**config.mk**
```make
export PLATFORM = sky130hd
export DESIGN_NAME = write_back_stage
export DESIGN_NICKNAME = d
export VERILOG_FILES = /design/src/rtl/write_back_stage.sv
export SDC_FILE = /design/constraint.sdc
export NUM_CORES = 1
export LEC_CHECK = 0
export CORE_MARGIN = 4
export CORE_UTILIZATION = 65
export DETAILED_ROUTE_END_ITERATION = 8
export DONT_BUFFER_PORTS = 1
export PLACE_DENSITY = 0.81
export SETUP_SLACK_MARGIN = 0.05
export SLEW_MARGIN = 20
export SYNTH_ARGS = -nofsm -noshare
export SYNTH_HDL_FRONTEND = slang
export SYNTH_SLANG_ARGS = --single-unit
export TNS_END_PERCENT = 20
```
**constraint.sdc**
```tcl
create_clock -name clk -period 3.72 [get_ports clk]
set_input_delay 0.558 -clock clk [delete_from_list [all_inputs] [get_ports clk]]
set_output_delay 0.558 -clock clk [all_outputs]
set_load 0.05 [all_outputs]
```
**src/rtl/write_back_stage.sv**
```systemverilog
// rtl/write_back_stage.sv - MIPS WB stage: MEM/WB register, load extension, regfile write port, halt FSM.
// Optional retire counter enabled by `define WB_RETIRE_COUNT_EN.
module write_back_stage #(
    parameter int NB_DATA = 32,
    parameter int NB_REG  = 5
) (
    input  logic               clk,
    input  logic               rst,
    input  logic               i_valid,
    input  logic               i_stall,
    input  logic               i_flush,
    input  logic               i_regwrite,
    input  logic               i_memtoreg,
    input  logic [2:0]         i_load_type,
    input  logic [NB_DATA-1:0] i_mem_data,
    input  logic [NB_DATA-1:0] i_alu_result,
    input  logic [NB_REG-1:0]  i_rd_addr,
    input  logic               i_halt,
    output logic               o_regwrite,
    output logic [NB_REG-1:0]  o_write_addr,
    output logic [NB_DATA-1:0] o_write_data,
    output logic               o_halted,
    output logic [31:0]        o_retired
);

    typedef enum logic {RUN, HALTED} state_t;

    state_t state_q, state_d;

    logic               valid_q, regwrite_q, memtoreg_q, halt_q, fresh_q;
    logic [2:0]         load_type_q;
    logic [NB_DATA-1:0] mem_data_q, alu_result_q;
    logic [NB_REG-1:0]  rd_addr_q;

    logic               regwrite_q_out;
    logic [NB_REG-1:0]  write_addr_q;
    logic [NB_DATA-1:0] write_data_q;

    logic               regwrite_d;
    logic [NB_DATA-1:0] write_data_d;
    logic [7:0]         byte_sel;
    logic [15:0]        half_sel;

    // fresh_q marks the first cycle an instruction sits in WB, so a stalled one retires once
    always_ff @(posedge clk) begin
        if (rst) begin
            valid_q      <= 1'b0;
            regwrite_q   <= 1'b0;
            memtoreg_q   <= 1'b0;
            halt_q       <= 1'b0;
            fresh_q      <= 1'b0;
            load_type_q  <= 3'd0;
            mem_data_q   <= '0;
            alu_result_q <= '0;
            rd_addr_q    <= '0;
        end else if (i_flush) begin
            valid_q    <= 1'b0;
            regwrite_q <= 1'b0;
            halt_q     <= 1'b0;
            fresh_q    <= 1'b0;
        end else if (i_stall) begin
            fresh_q <= 1'b0;
        end else begin
            valid_q      <= i_valid;
            regwrite_q   <= i_regwrite;
            memtoreg_q   <= i_memtoreg;
            halt_q       <= i_halt;
            fresh_q      <= i_valid;
            load_type_q  <= i_load_type;
            mem_data_q   <= i_mem_data;
            alu_result_q <= i_alu_result;
            rd_addr_q    <= i_rd_addr;
        end
    end

    always_comb begin
        byte_sel = mem_data_q[7:0];
        case (alu_result_q[1:0])
            2'd1:    byte_sel = mem_data_q[15:8];
            2'd2:    byte_sel = mem_data_q[23:16];
            2'd3:    byte_sel = mem_data_q[31:24];
            default: byte_sel = mem_data_q[7:0];
        endcase
        half_sel = alu_result_q[1] ? mem_data_q[31:16] : mem_data_q[15:0];

        write_data_d = alu_result_q;
        if (memtoreg_q) begin
            case (load_type_q)
                3'b001:  write_data_d = {{24{byte_sel[7]}}, byte_sel};
                3'b010:  write_data_d = {{16{half_sel[15]}}, half_sel};
                3'b011:  write_data_d = {24'd0, byte_sel};
                3'b100:  write_data_d = {16'd0, half_sel};
                default: write_data_d = mem_data_q;
            endcase
        end
    end

    assign regwrite_d = valid_q & regwrite_q & ~halt_q & (rd_addr_q != '0) & (state_q == RUN);

    always_comb begin
        state_d = state_q;
        if (state_q == RUN && valid_q && halt_q) begin
            state_d = HALTED;
        end
    end

    always_ff @(posedge clk) begin
        if (rst) begin
            state_q        <= RUN;
            regwrite_q_out <= 1'b0;
            write_addr_q   <= '0;
            write_data_q   <= '0;
        end else begin
            state_q        <= state_d;
            regwrite_q_out <= regwrite_d;
            write_addr_q   <= rd_addr_q;
            write_data_q   <= write_data_d;
        end
    end

    assign o_regwrite   = regwrite_q_out;
    assign o_write_addr = write_addr_q;
    assign o_write_data = write_data_q;
    assign o_halted     = (state_q == HALTED);

`ifdef WB_RETIRE_COUNT_EN
    logic [31:0] retired_q;

    always_ff @(posedge clk) begin
        if (rst) begin
            retired_q <= '0;
        end else if (state_q == RUN && valid_q && !halt_q && fresh_q) begin
            retired_q <= retired_q + 32'd1;
        end
    end

    assign o_retired = retired_q;
`else
    assign o_retired = '0;
`endif

endmodule

```
==> metrics.txt <==
Mapped Avg Cell Area about 8.4 µm²; Setup Viol. Count Final 0; initial core utilization 0.679; Resized cells post-CTS 0; Horiz. Die Dim around 95 µm; Remaining Overflow, GRT 0; final worst clock skew around 0.0073 ns; clock buffers created by TritonCTS 17; vias in the first global route 3588; root buffer selected by CTS sky130_fd_sc_hd__clkbuf_8; CP max FO 16; outcome complete, no violations; worst min-delay path category in -> reg; area of the mapped netlist 4970 µm²; peak supply drop 0.373 mV; DRC violation total after the first TritonRoute iteration 294; share of synthesized flip-flops with an asynchronous set or reset 0; number of iterations in the first detailed-routing pass 5; area share of xor/xnor cells in the synthesized design 0.00327; leakage component of the power approximately 0.0019 µW; max-cap violations 0; final net count about 650; simple-gate area share of the yosys netlist 0.204; Worst EP required ~4 ns; Post-synth EDFFs 0; post-detailed-route count of antenna-violating nets 0; Routability Congestion slightly below 0.9; setup fix buffers added after clock tree synthesis 0; mux cell area share after synthesis 0.0262; CP bufs+invs 1; P per Cell Area ~600 nW/µm²; Yosys top cell area share 0.463; class of the most critical setup path reg -> reg; Unique masters post-synth 48; slack of the critical path approximately 1.5 ns; RSZ-0062 raised after global routing false; layout overhead on the synthesized area 8.20%; count of input and output buffers 0; Crit. End Element flop; TritonCTS clock tree yes; Post-Synth Adder-Cell Area 0; Hold Violations, Final 0; Num Clock Sinks between 100 and 150; slowest cell on the critical path sky130_fd_sc_hd__dfxtp_1; data arrival at the endpoint of the critical path 2.53 ns; worst slack, placed 1.54 ns; filler cell count in the final layout between 500 and 600; initial antenna violation count 0; main combinational cell family by area after synthesis compound AO/OA/AOI/OAI gates; kind of cell with the highest combined delay on the critical path compound AO/OA/AOI/OAI gates; Worst Tran Pin Value about 0.9 ns; total wire length after detailed routing approximately 12000 µm; total number of vias between 3000 and 4000; number of primary I/O pins 151; compound-cell area share of the yosys netlist 0.205; layout cells sized above 1 0.105; GR Util All Layers 0.256; post-route minimum period between 2 and 2.5 ns; crit start category flop; fmax 460 MHz; clock slew at the register clock pins of the worst setup and hold paths 0.06 ns; setup TNS after final layout 0 ns; vertical extent of the die around 95 µm; average wire length per cell after detail routing between 15 and 20 µm; crit path cell chain buf_4 -> mux2_4 -> a21boi_2 -> o21bai_4 -> a311oi_2; Max clock buf depth 2; global-route wire length before repair 17800 µm; DIE AREA between 9000 and 10000 µm²; sequential fraction of the synthesis area 0.463; number of cell rows 31; worst slew slack as a fraction of its limit 0.382; Post-CTS Hold Fix Bufs 0; maximum number of pins on one net before global-route repair between 100 and 150; clock insertion delay at the later pin of the skew report 0.51 ns; ratio of final minimum period to clock period 0.584; H-tree levels 4; HPWL after detailed placement 7730 µm; largest incremental delay on the critical path 0.56 ns; Cells after Synth 593; yosys synthesis warning count 0; leading area contributor after synthesis sky130_fd_sc_hd__dfxtp_1; Seq cells post-synth between 100 and 150; top_reg_cell synth sky130_fd_sc_hd__dfxtp_1; leading cell types by total area after synthesis sky130_fd_sc_hd__dfxtp_1 (46%), sky130_fd_sc_hd__nand2_1 (13%), sky130_fd_sc_hd__a21oi_1 (7.6%); area of the placeable core between 7000 and 8000 µm²; number of remaining DRC errors 0; number of antenna repair diodes 0; commonest cells after routing, fill and taps aside sky130_fd_sc_hd__nand2_1 (178), sky130_fd_sc_hd__dfxtp_1 (114), sky130_fd_sc_hd__a21oi_1 (76), sky130_fd_sc_hd__nor2_1 (37), sky130_fd_sc_hd__conb_1 (32); max-slew violation total from the final report 0; leading cell type in the layout, fill and taps excluded sky130_fd_sc_hd__nand2_1; Via density about 5.8
-- worst register-to-register path: cells and delay by family, from the launching register on --
kind,cells,cell delay (ns)
buffers and inverters,1,0.32
flip-flops,1,0.56
multiplexers,1,0.34
AO/OA/AOI/OAI,3,0.81
-- registers in the layout, indices dropped and copies added (netlist names) --
| register | flops |
|---|---|
| rd_addr_q | 5 |
| o_halted | 1 |
| alu_result_q | 32 |
| o_regwrite | 1 |
| valid_q | 1 |
| o_write_addr | 5 |
| halt_q | 1 |
| o_write_data | 32 |
| load_type_q | 3 |
| memtoreg_q | 1 |
| mem_data_q | 32 |
| regwrite_q | 1 |
-- cells in the mapped netlist, types with 2 or more instances --
master                     count
sky130_fd_sc_hd__a211oi_1      7
sky130_fd_sc_hd__a21oi_1      76
sky130_fd_sc_hd__a22oi_1       6
sky130_fd_sc_hd__a311oi_1     12
sky130_fd_sc_hd__a311oi_2     12
sky130_fd_sc_hd__a32o_1        8
sky130_fd_sc_hd__buf_2        17
sky130_fd_sc_hd__buf_4        36
sky130_fd_sc_hd__buf_6         3
sky130_fd_sc_hd__clkbuf_1     22
sky130_fd_sc_hd__dfxtp_1     115
sky130_fd_sc_hd__inv_1         2
sky130_fd_sc_hd__mux2_4        2
sky130_fd_sc_hd__mux2i_1      10
sky130_fd_sc_hd__nand2_1     178
sky130_fd_sc_hd__nand2b_1      2
sky130_fd_sc_hd__nand3_1       3
sky130_fd_sc_hd__nand3b_1      2
sky130_fd_sc_hd__nand4b_1      2
sky130_fd_sc_hd__nor2_1       38
sky130_fd_sc_hd__nor2b_1       6
sky130_fd_sc_hd__nor3_1        4
sky130_fd_sc_hd__o211ai_1      5
-- cell families (layout without fill, tap and decap cells) --
group / Yosys count / after routing
AO/OA/AOI/OAI: 138 / 138
XOR/XNOR: 1 / 1
buffers and inverters: 82 / 39
flip-flops: 115 / 115
multiplexers: 12 / 12
other: 1 / 32
AND/OR/NAND/NOR: 244 / 244
-- power breakdown --
part | internal [µW] | total [µW] | switching, µW
clock network | 1090 | 1630 | 539
registers | 1290 | 1400 | 115
logic | 67.5 | 240 | 173
total | 2450 | 3270 | 826
-- cell type report --
type	instances	area [µm²]	share of cell area
multi-input combinational	427	2310	0.429
clock buffer	24	480	0.0893
clock inverter	8	124	0.0230
inverter	3	11.3	0.00209
tap	99	124	0.0230
sequential	115	2300	0.428
timing repair buffer	4	30.0	0.00558
-- final timing paths --
check                                                  start                      endpoint  slack (ns)  cells after the start
worst min register to register  alu_result_q[9]$_SDFFE_PP0P_  alu_result_q[9]$_SDFFE_PP0P_        0.45                      2
worst max register to register  alu_result_q[1]$_SDFFE_PP0P_   o_write_data[27]$_SDFF_PP0_        1.55                      5
worst min-delay path                                 i_flush       regwrite_q$_SDFFE_PP0N_        0.12                      1
worst max-delay path            alu_result_q[1]$_SDFFE_PP0P_   o_write_data[27]$_SDFF_PP0_        1.55                      5
-- per-stage QoR --
stage	cell area, µm²	cells	total power [µW]	hold WS (ns)	util
after floorplan	5090	624	1680	0.432	-
after global placement	4780	648	1660	0.438	0.652
after detailed placement	4780	648	1670	0.441	0.652
after CTS	5380	680	3290	0.0996	0.734
after global routing	5380	680	3380	0.0911	0.734
final	5380	680	3270	0.118	0.734
-- metal layers --
metal,GRT usage,up-vias,part of all wire
met5,0,-,0
met3,0.0955,21,0.094
met2,0.399,190,0.48
met4,0.101,0,0.020
met1,0.321,1849,0.41
li1,-,1906,-
Power figures use the tool's default switching activity.
